## src/rtl/ebpf_pkg.sv

```systemverilog
// Shared eBPF fetch definitions: opcodes, slot field positions, FSM states,
// the decoded-instruction record and the slot-splitting helper.
package ebpf_pkg;

  localparam logic [7:0] OPC_LDDW = 8'h18;
  localparam logic [7:0] OPC_EXIT = 8'h95;

  localparam int OPC_LSB = 56;
  localparam int SRC_LSB = 52;
  localparam int DST_LSB = 48;
  localparam int OFF_LSB = 32;
  localparam int IMM_LSB = 0;

  // Widest PC the instruction record can carry; ADDR_W must not exceed it.
  localparam int PC_MAX_W = 32;

  typedef enum logic [2:0] {
    ST_IDLE,
    ST_FETCH,
    ST_FETCH_HI,
    ST_HOLD,
    ST_HALT,
    ST_FAULT
  } fetch_state_t;

  typedef struct packed {
    logic [7:0]          opcode;
    logic [3:0]          src;
    logic [3:0]          dst;
    logic [15:0]         offset;
    logic [63:0]         imm;
    logic [PC_MAX_W-1:0] pc;
    logic                wide;
  } instr_t;

  // Split one 64-bit slot into fields; imm is zero-extended low word.
  function automatic instr_t split_slot(input logic [63:0] slot,
                                        input logic [PC_MAX_W-1:0] pc);
    instr_t r;
    r.opcode = slot[OPC_LSB +: 8];
    r.src    = slot[SRC_LSB +: 4];
    r.dst    = slot[DST_LSB +: 4];
    r.offset = slot[OFF_LSB +: 16];
    r.imm    = {32'b0, slot[IMM_LSB +: 32]};
    r.pc     = pc;
    r.wide   = 1'b0;
    return r;
  endfunction

endpackage

```

## src/rtl/ebpf_fetch_unit.sv

```systemverilog
// eBPF instruction-fetch unit: drives the instruction-memory address, splits
// slots into fields, merges two-slot lddw and hands instructions to decode
// over valid/ready. Optional retired-instruction counter: EBPF_FETCH_PERF_EN.
module ebpf_fetch_unit #(
  parameter int ADDR_W = 12,
  parameter int DATA_W = 64
) (
  input  logic              clk,
  input  logic              reset_n,
  input  logic              start,
  input  logic [ADDR_W-1:0] start_pc,
  input  logic              redirect,
  input  logic [ADDR_W-1:0] redirect_pc,
  output logic [ADDR_W-1:0] mem_address,
  input  logic [DATA_W-1:0] mem_data,
  output logic              instr_valid,
  input  logic              instr_ready,
  output logic [7:0]        instr_opcode,
  output logic [3:0]        instr_src,
  output logic [3:0]        instr_dst,
  output logic [15:0]       instr_offset,
  output logic [63:0]       instr_imm,
  output logic [ADDR_W-1:0] instr_pc,
  output logic              instr_wide,
  output logic              busy,
  output logic              fault,
  output logic [31:0]       instr_count
);
  import ebpf_pkg::*;

  localparam logic [ADDR_W-1:0] PC_ONE = ADDR_W'(1);

  fetch_state_t      state_q;
  logic [ADDR_W-1:0] pc_q;
  instr_t            instr_q;
  logic              valid_q;
  logic              fault_q;

  logic              idle_like;
  logic              hs;

  instr_t            cap;
  fetch_state_t      fst_nx;
  logic              fvld_nx;
  logic              ffault_nx;

  assign idle_like = (state_q == ST_IDLE) || (state_q == ST_HALT) || (state_q == ST_FAULT);
  assign hs        = valid_q & instr_ready;

  // Outcome of capturing the slot at pc: single-slot goes straight to HOLD,
  // lddw needs its high slot unless it sits on the last address.
  always_comb begin
    cap       = split_slot(mem_data[63:0], PC_MAX_W'(pc_q));
    fst_nx    = ST_HOLD;
    fvld_nx   = 1'b1;
    ffault_nx = 1'b0;
    if (cap.opcode == OPC_LDDW) begin
      fvld_nx = 1'b0;
      if (&pc_q) begin
        fst_nx    = ST_FAULT;
        ffault_nx = 1'b1;
      end else begin
        fst_nx = ST_FETCH_HI;
      end
    end
  end

  // Fetch FSM; redirect beats any handshake in the same cycle.
  always_ff @(posedge clk or negedge reset_n) begin
    if (!reset_n) begin
      state_q <= ST_IDLE;
      pc_q    <= '0;
      instr_q <= '0;
      valid_q <= 1'b0;
      fault_q <= 1'b0;
    end else begin
      case (state_q)
        ST_IDLE, ST_HALT, ST_FAULT: begin
          if (start) begin
            state_q <= ST_FETCH;
            pc_q    <= start_pc;
            fault_q <= 1'b0;
            valid_q <= 1'b0;
          end
        end
        default: begin
          if (redirect) begin
            state_q <= ST_FETCH;
            pc_q    <= redirect_pc;
            valid_q <= 1'b0;
          end else if (state_q == ST_FETCH_HI) begin
            instr_q.imm[63:32] <= mem_data[31:0];
            instr_q.wide       <= 1'b1;
            state_q            <= ST_HOLD;
            valid_q            <= 1'b1;
            pc_q               <= pc_q + PC_ONE;
          end else if (state_q == ST_FETCH || hs) begin
            if (state_q == ST_HOLD && instr_q.opcode == OPC_EXIT) begin
              state_q <= ST_HALT;
              valid_q <= 1'b0;
            end else begin
              instr_q <= cap;
              state_q <= fst_nx;
              valid_q <= fvld_nx;
              fault_q <= ffault_nx;
              if (fst_nx != ST_FAULT) pc_q <= pc_q + PC_ONE;
            end
          end
        end
      endcase
    end
  end

`ifdef EBPF_FETCH_PERF_EN
  logic [31:0] cnt_q;
  logic        count_hs;

  assign count_hs = (state_q == ST_HOLD) && hs && !redirect;

  // Retired-instruction counter; an accepted start restarts the count.
  always_ff @(posedge clk or negedge reset_n) begin
    if (!reset_n)               cnt_q <= '0;
    else if (idle_like & start) cnt_q <= '0;
    else if (count_hs)          cnt_q <= cnt_q + 32'd1;
  end

  assign instr_count = cnt_q;
`else
  assign instr_count = 32'd0;
`endif

  // Record pc is wider than ADDR_W; the spare upper bits are always zero.
  logic unused_pc;
  assign unused_pc = ^instr_q.pc[PC_MAX_W-1:ADDR_W];

  assign mem_address  = pc_q;
  assign instr_valid  = valid_q;
  assign instr_opcode = instr_q.opcode;
  assign instr_src    = instr_q.src;
  assign instr_dst    = instr_q.dst;
  assign instr_offset = instr_q.offset;
  assign instr_imm    = instr_q.imm;
  assign instr_pc     = instr_q.pc[ADDR_W-1:0];
  assign instr_wide   = instr_q.wide;
  assign busy         = !idle_like;
  assign fault        = fault_q;

endmodule

```

## config.mk

```make
export PLATFORM = sky130hd
export DESIGN_NAME = ebpf_fetch_unit
export DESIGN_NICKNAME = d
export VERILOG_FILES = /design/src/rtl/ebpf_pkg.sv /design/src/rtl/ebpf_fetch_unit.sv
export SDC_FILE = /design/constraint.sdc
export NUM_CORES = 1
export LEC_CHECK = 0
export CORE_UTILIZATION = 30
export CTS_BUF_LIST = sky130_fd_sc_hd__clkbuf_4 sky130_fd_sc_hd__clkbuf_8 sky130_fd_sc_hd__clkbuf_16
export CTS_CLUSTER_SIZE = 12
export DETAILED_ROUTE_END_ITERATION = 10
export SLEW_MARGIN = 20
export SYNTH_ARGS = -nofsm -noshare
export SYNTH_HDL_FRONTEND = slang
export SYNTH_SLANG_ARGS = --single-unit
```

## constraint.sdc

```tcl
create_clock -name clk -period 3.7 [get_ports clk]
set_input_delay 0.37 -clock clk [delete_from_list [all_inputs] [get_ports clk]]
set_output_delay 0.37 -clock clk [all_outputs]
set_load 0.02 [all_outputs]
```

==> results of run 1 <==
==> how the worst max path moves through the flow <==
stage          slack, ns                          to  cells past startpoint                   startpoint
6_report            1.10   instr_imm[25]$_DFFE_PN0P_                      6  instr_opcode[5]$_DFFE_PN0P_
5_1_grt             0.89   instr_imm[12]$_DFFE_PN0P_                      6  instr_opcode[5]$_DFFE_PN0P_
4_1_cts             1.03   instr_imm[13]$_DFFE_PN0P_                      6  instr_opcode[6]$_DFFE_PN0P_
3_5_place_dp        0.82   instr_imm[63]$_DFFE_PN0P_                      6                     redirect
3_3_place_gp        0.92  mem_address[1]$_DFFE_PN0P_                      6                 mem_data[63]
2_1_floorplan       1.33  mem_address[2]$_DFFE_PN0P_                      7   mem_address[0]$_DFFE_PN0P_
==> registers in the layout, summed over array words and instances (netlist names) <==
name and cells:
fault 1, instr_dst 4, instr_imm 64, instr_offset 16, instr_opcode 8, instr_pc 12
instr_src 4, instr_valid 1, instr_wide 1, mem_address 12, state_q 3
==> worst min-delay path, stage by stage, from the launching register on <==
cell and delay [ns]:
dfrtp_1 0.34, nand2_1 0.05, o21ai_0 0.06
==> power breakdown <==
group | internal [uW] | switching [uW]
registers | 1610 | 162
clock network | 1020 | 662
logic | 715 | 626
total | 3350 | 1450
==> area by class of cell <==
class	count	area, sq um	area share, %
sequential	126	3153	36.83
multi-input combinational	331	2260	26.40
timing repair buffer	226	2241	26.18
clock buffer	18	439.2	5.130
tap	234	292.8	3.420
clock inverter	14	160.2	1.871
inverter	4	15.01	0.1754
==> placed cells by master (no fill, tap or decap), types with 14 or more instances in the layout <==
cell type | synthesis | final
nand2_1 | 79 | 79
clkdlybuf4s50_1 | 0 | 215
mux2_2 | 80 | 80
dfrtp_1 | 126 | 126
nor2_1 | 14 | 14
o21ai_0 | 47 | 47
clkbuf_16 | 0 | 17
conb_1 | 1 | 32
==> timing repair <==
| item | 4_1_cts | 5_1_grt |
|---|---|---|
| endpoints found under the hold margin | 11 | 0 |
| hold buffers | 1 | 0 |
| setup endpoints to repair | 0 | 0 |
==> metal layers <==
layer  track usage [%]  vias up  share of wire [%]
met3             5.884       17                7.8
met1             19.31     2128                 42
met4             6.189        0                1.5
met2             26.45      191                 48
li1                  -     2077                  -
met5                 0        -                  0
==> stage by stage <==
stage	worst slack, ns	util [%]	instances	hold slack (ns)
floorplan	1.332	-	519	0.07441
global placement	0.9202	42.65	920	0.4322
detailed placement	0.8232	42.65	920	0.4472
CTS	1.033	45.92	953	0.4852
global route	0.8869	45.92	953	0.5161
finish	1.101	45.92	953	0.4817
==> kinds of logic (layout without fill, tap and decap cells) <==
group                    Yosys count  count (layout)  share of synthesized area [%]
other                              1              32                        0.06581
buffers and inverters             62             262                          7.334
AO/OA/AOI/OAI                     81              81                          8.894
flip-flops                       126             126                          55.34
XOR/XNOR                           4               4                         0.6148
multiplexers                      86              86                          17.30
AND/OR/NAND/NOR                  127             127                          10.23
adder cells (fa/ha/maj)            1               1                         0.2196
==> reports/qor.yml, run 1 <==
status: "finished clean"
post-route-drc-count: 0
placed_area_sq_um: 7951
fin_crit_sh_pct: 70.24
max_cap_violations: 0
timing.final.crit_period_ns: 2.599
cts_setup_buffers: 0
num_io_pins: 249
detail-route-antenna-nets: 0
diodes: 0
fmax_ghz: 0.3848
gp_congestion: 0.7981
min-delay-start: "instr_imm[37]$_DFFE_PN0P_"
avgSynthCellArea_sq_um: 11.68
core-area_sq_um: 18640
relSlewSlack_pct: 54.70
cpMaxStageDelayCell: "a211o_4"
synth_edf_count: 0
power_density_nw_per_um2: 560.4
synth_area_leaders: "dfrtp_1, mux2_2, nand2_1, buf_4, o21ai_0"
whs_path_depth: 2
netlist.area_leader.share_pct: 55.34
synth_ff_type: "dfrtp_1"
yosysWarnings: 0
clock_path_buffers: 2
cts_tree: "yes"
portBuffers: 216
grt_pass1_vias: 4739
clock-sinks: 126
clock-root-buffer: "clkbuf_16"
critPathRequiredTime_ns: 3.99
synth.most_common_cell: "dfrtp_1"
drt-initial-drc-count: 142
antenna_found_initial: 0
grt_max_degree: 75
drive_gt1_share_pct: 19.33
syn-cell-area_sq_um: 5698
crit_fanout: 44
die_height_um: 139.8
startpoint_type: "register"
layout.nets: 800
holdPathEnd: "instr_imm[37]$_DFFE_PN0P_"
dp_hpwl_mm: 11.07
core.rowCount: 50
nFillCells: 1720
tightest_slew_ns: 0.6795
path_cells: "nor4bb_1 -> nand3_2 -> nand2_1 -> a211o_4 -> buf_4 -> mux2_2"
synth_area_leader_cell: "dfrtp_1"
finClkSkew_ns: 0.007779
routed_wl_mm: 15.27
ir_drop_v: 0.0002990
ys_seq_area_share_pct: 55.34
slew_violations: 0
clk_pin_slew_ns: 0.06
hold_viol: 0
syn2layout_area_growth_pct: 50.24
path_delay_family: "simple AND/OR/NAND/NOR gates"
via_count: 4413
p_total_uw: 4797
fin_area_sq_um: 8561
netlist_instances: 488
rr_worst_depth: 6
slowest_delay_ns: 0.52
r2r_start: "instr_opcode[5]$_DFFE_PN0P_"
die_w_um: 139.8
cp_data_arrival_time_ns: 2.89
die-area_sq_um: 19550
via_per_inst: 4.631
synthArstFlopShare_pct: 100.0
first_pass_iters: 5
setup_viol: 0
grt_first_pass_wirelength_mm: 24.67
synth_seq_cells: 126
initial_core_util_pct: 30.56
ys_types: 52
hold_path_class: "reg -> reg"
clock_latency_ns: 0.41
setup_tns_ns: 0
yosys-top-cells-count: "dfrtp_1, mux2_2, nand2_1"
ctsResizeCount: 0
reg2reg_slack_ns: 1.10
endpoint_kind: "register"
htree_levels: 4
track_usage_pct: 16.16
path_class: "reg -> reg"
path_buf_inv: 1
rr_endpoint: "instr_imm[25]$_DFFE_PN0P_"
rsz0062_at_grt: "false"
overflow: 0
wl_per_cell_um: 16.02
leakage_uw: 0.003485
numCtsBuffers: 17
Power figures use the tool's default switching activity.
==> run 2, diff against run 1 <==
==> constraint.sdc (replaced) <==
create_clock -name clk -period 2.2 [get_ports clk]
set_input_delay 0.22 -clock clk [delete_from_list [all_inputs] [get_ports clk]]
set_output_delay 0.22 -clock clk [all_outputs]
set_load 0.02 [all_outputs]
==> reports/qor.yml, run 2 (synthesis gave the netlist of run 1 again) <==
num_io_pins: 249  # unchanged
whs_path_depth: 3  # was 2
diodes: 0  # unchanged
track_usage_pct: 16.84  # was 16.16%
largest_reg_flops: 64  # unchanged
startpoint_type: "register"  # unchanged
post-route-drc-count: 0  # unchanged
clock-sinks: 126  # unchanged
cts_setup_buffers: 0  # unchanged
fin_util_pct: 47.59  # was 45.92%
min-delay-start: "mem_data[21]"  # was instr_imm[37]$_DFFE_PN0P_
detail-route-antenna-nets: 0  # unchanged
cp_data_arrival_time_ns: 1.85  # was 2.89 ns
numCtsBuffers: 17  # unchanged
path_cells: "and2b_2 -> nor2_2 -> inv_2 -> dlygate4sd2_1"  # was nor4bb_1 -> nand3_2 -> nand2_1 -> a211o_4 -> buf_4 -> mux2_2
startpoint: "state_q[0]$_DFFE_PN0P_"  # was instr_opcode[5]$_DFFE_PN0P_
clock_latency_ns: 0.41  # about the same
power_density_nw_per_um2: 922.7  # was 560.4 nW/um^2
core.rowCount: 50  # unchanged
routed_wl_mm: 15.73  # was 15.27 mm
holdPathEnd: "instr_imm[53]$_DFFE_PN0P_"  # was instr_imm[37]$_DFFE_PN0P_
gp_congestion: 0.8534  # was 0.7981
hold_path_class: "in -> reg"  # was reg -> reg
holdWs_ns: 0.3862  # was 0.4817 ns
slew_violations: 0  # unchanged
rsz0062_at_grt: "false"  # unchanged
first_pass_iters: 4  # was 5
final_common_cell: "clkdlybuf4s50_1"  # unchanged
dp.cells: 950  # was 920
fin_crit_sh_pct: 94.24
max_cap_violations: 0  # unchanged
slowest_delay_ns: 0.45  # was 0.52 ns
path_class: "reg -> out"  # was reg -> reg
p_total_uw: 8186  # was 4797 uW
rr_worst_depth: 7  # was 6
htree_levels: 4  # unchanged
via_per_inst: 4.653  # was 4.631
place_ws_ns: -0.2561  # was 0.8232 ns
endpoint_kind: "output port"  # was register
hold_viol: 0  # unchanged
overflow: 0  # unchanged
layoutNonFillerInstCount: 982  # was 953
relSlewSlack_pct: 51.94  # was 54.70%
wl_met2_mm: 7.220  # was 7.373 mm
grt_max_degree: 65  # was 75
clk_pin_slew_ns: 0.06  # about the same
routed-wl-met3_mm: 1.264  # was 1.198 mm
critPathRequiredTime_ns: 1.98  # was 3.99 ns
drive_gt1_share_pct: 23.40  # was 19.33%
die-area_sq_um: 19550  # unchanged
r2r_start: "mem_address[0]$_DFFE_PN0P_"  # was instr_opcode[5]$_DFFE_PN0P_
fmax_ghz: 0.4824
portBuffers: 216  # unchanged
fin_ws_ns: 0.1268  # was 1.101 ns
setup_viol: 0  # unchanged
grt_first_pass_wirelength_mm: 25.59  # was 24.67 mm
dp_hpwl_mm: 11.70  # was 11.07 mm
rr_endpoint: "mem_address[1]$_DFFE_PN0P_"  # was instr_imm[25]$_DFFE_PN0P_
status: "finished clean"  # unchanged
die_w_um: 139.8  # unchanged
dr.max_layer_used: "met4"  # unchanged
via_count: 4569  # was 4413
wl_per_cell_um: 16.02  # about the same
drt-initial-drc-count: 146  # was 142
reg2reg_slack_ns: 0.14  # was 1.10 ns
crit_fanout: 11  # was 44
clock_path_buffers: 2  # unchanged
cts_tree: "yes"  # unchanged
layout.nets: 830  # was 800
initial_core_util_pct: 30.56  # unchanged
ir_drop_v: 0.0005191  # was 0.0002990 V
leakage_uw: 0.003656  # was 0.003485 uW
tightest_slew_ns: 0.7209  # was 0.6795 ns
syn2layout_area_growth_pct: 55.71  # was 50.24%
wl_met1_mm: 6.880  # was 6.465 mm
die_height_um: 139.8  # unchanged
clock-root-buffer: "clkbuf_16"  # unchanged
finClkSkew_ns: 0.007804  # was 0.007779 ns
timing.final.crit_period_ns: 2.073
grt_pass1_vias: 4866  # was 4739
core-area_sq_um: 18640  # unchanged
antenna_found_initial: 0  # unchanged
cpMaxStageDelayCell: "dfrtp_1"  # was a211o_4
layout_common_cells: "clkdlybuf4s50_1, dfrtp_1, mux2_2"  # unchanged
==> run 2: cell types whose count changed in the layout (fill, tap and decap cells not counted), moves of 2 or more <==
cell	delta
clkinv_4	-2
dfrtp_2	+4
inv_6	-2
buf_4	+25
clkbuf_8	+2
buf_12	+6
dfrtp_1	-4
clkbuf_4	+2
==> run 2: metrics by stage <==
step / TNS (ns) / instance area, sq um
final: 0 / 8872
after global placement: -2.531 / 8269
after detailed placement: -2.539 / 8269
after global routing: 0 / 8872
after floorplan: 0 / 5838
after CTS: 0 / 8871
==> run 2: how the worst max path moves through the flow <==
stage                                       endpoint  slack (ns)  cells past startpoint
after global placement    mem_address[0]$_DFFE_PN0P_       -0.26                      8
after CTS                                       busy        0.07                      4
after global routing                            busy        0.04                      4
after detailed placement  mem_address[0]$_DFFE_PN0P_       -0.26                      8
final                                           busy        0.13                      4
after floorplan           mem_address[4]$_DFFE_PN0P_        0.04                      7
==> run 2: critical path, delay by kind of cell (launching register included) <==
family / cells / cell delay [ns]
flops: 1 / 0.45
buf+inv: 2 / 0.51
simple gates: 2 / 0.48
==> run 2: cell type report <==
class,count,area [sq um]
Clock buffer,22,481.7
Clock inverter,9,111.4
Fill cell,1709,9771
Inverter,4,15.01
Multi-Input combinational cell,331,2277
Sequential cell,126,3158
Tap cell,234,292.8
Timing Repair Buffer,256,2536
==> run 2: power breakdown <==
| part | switching (uW) | total (uW) | internal [uW] |
|---|---|---|---|
| Clock | 1030 | 2810 | 1780 |
| Combinational | 1140 | 2440 | 1300 |
| Sequential | 219 | 2930 | 2710 |
| Total | 2390 | 8190 | 5790 |
==> run 2: layer usage <==
layer,GRT usage (%),vias to the layer above
li1,-,2139
met1,20.70,2202
met2,26.53,199
met3,6.160,29
met4,7.230,0
met5,0,-
==> run 2: repair_timing <==
item                                   in CTS  in global routing
setup endpoints to repair                   1                  1
endpoints found under the hold margin      43                  0
hold buffers                                1                  0
gates resized for setup                     2                  1
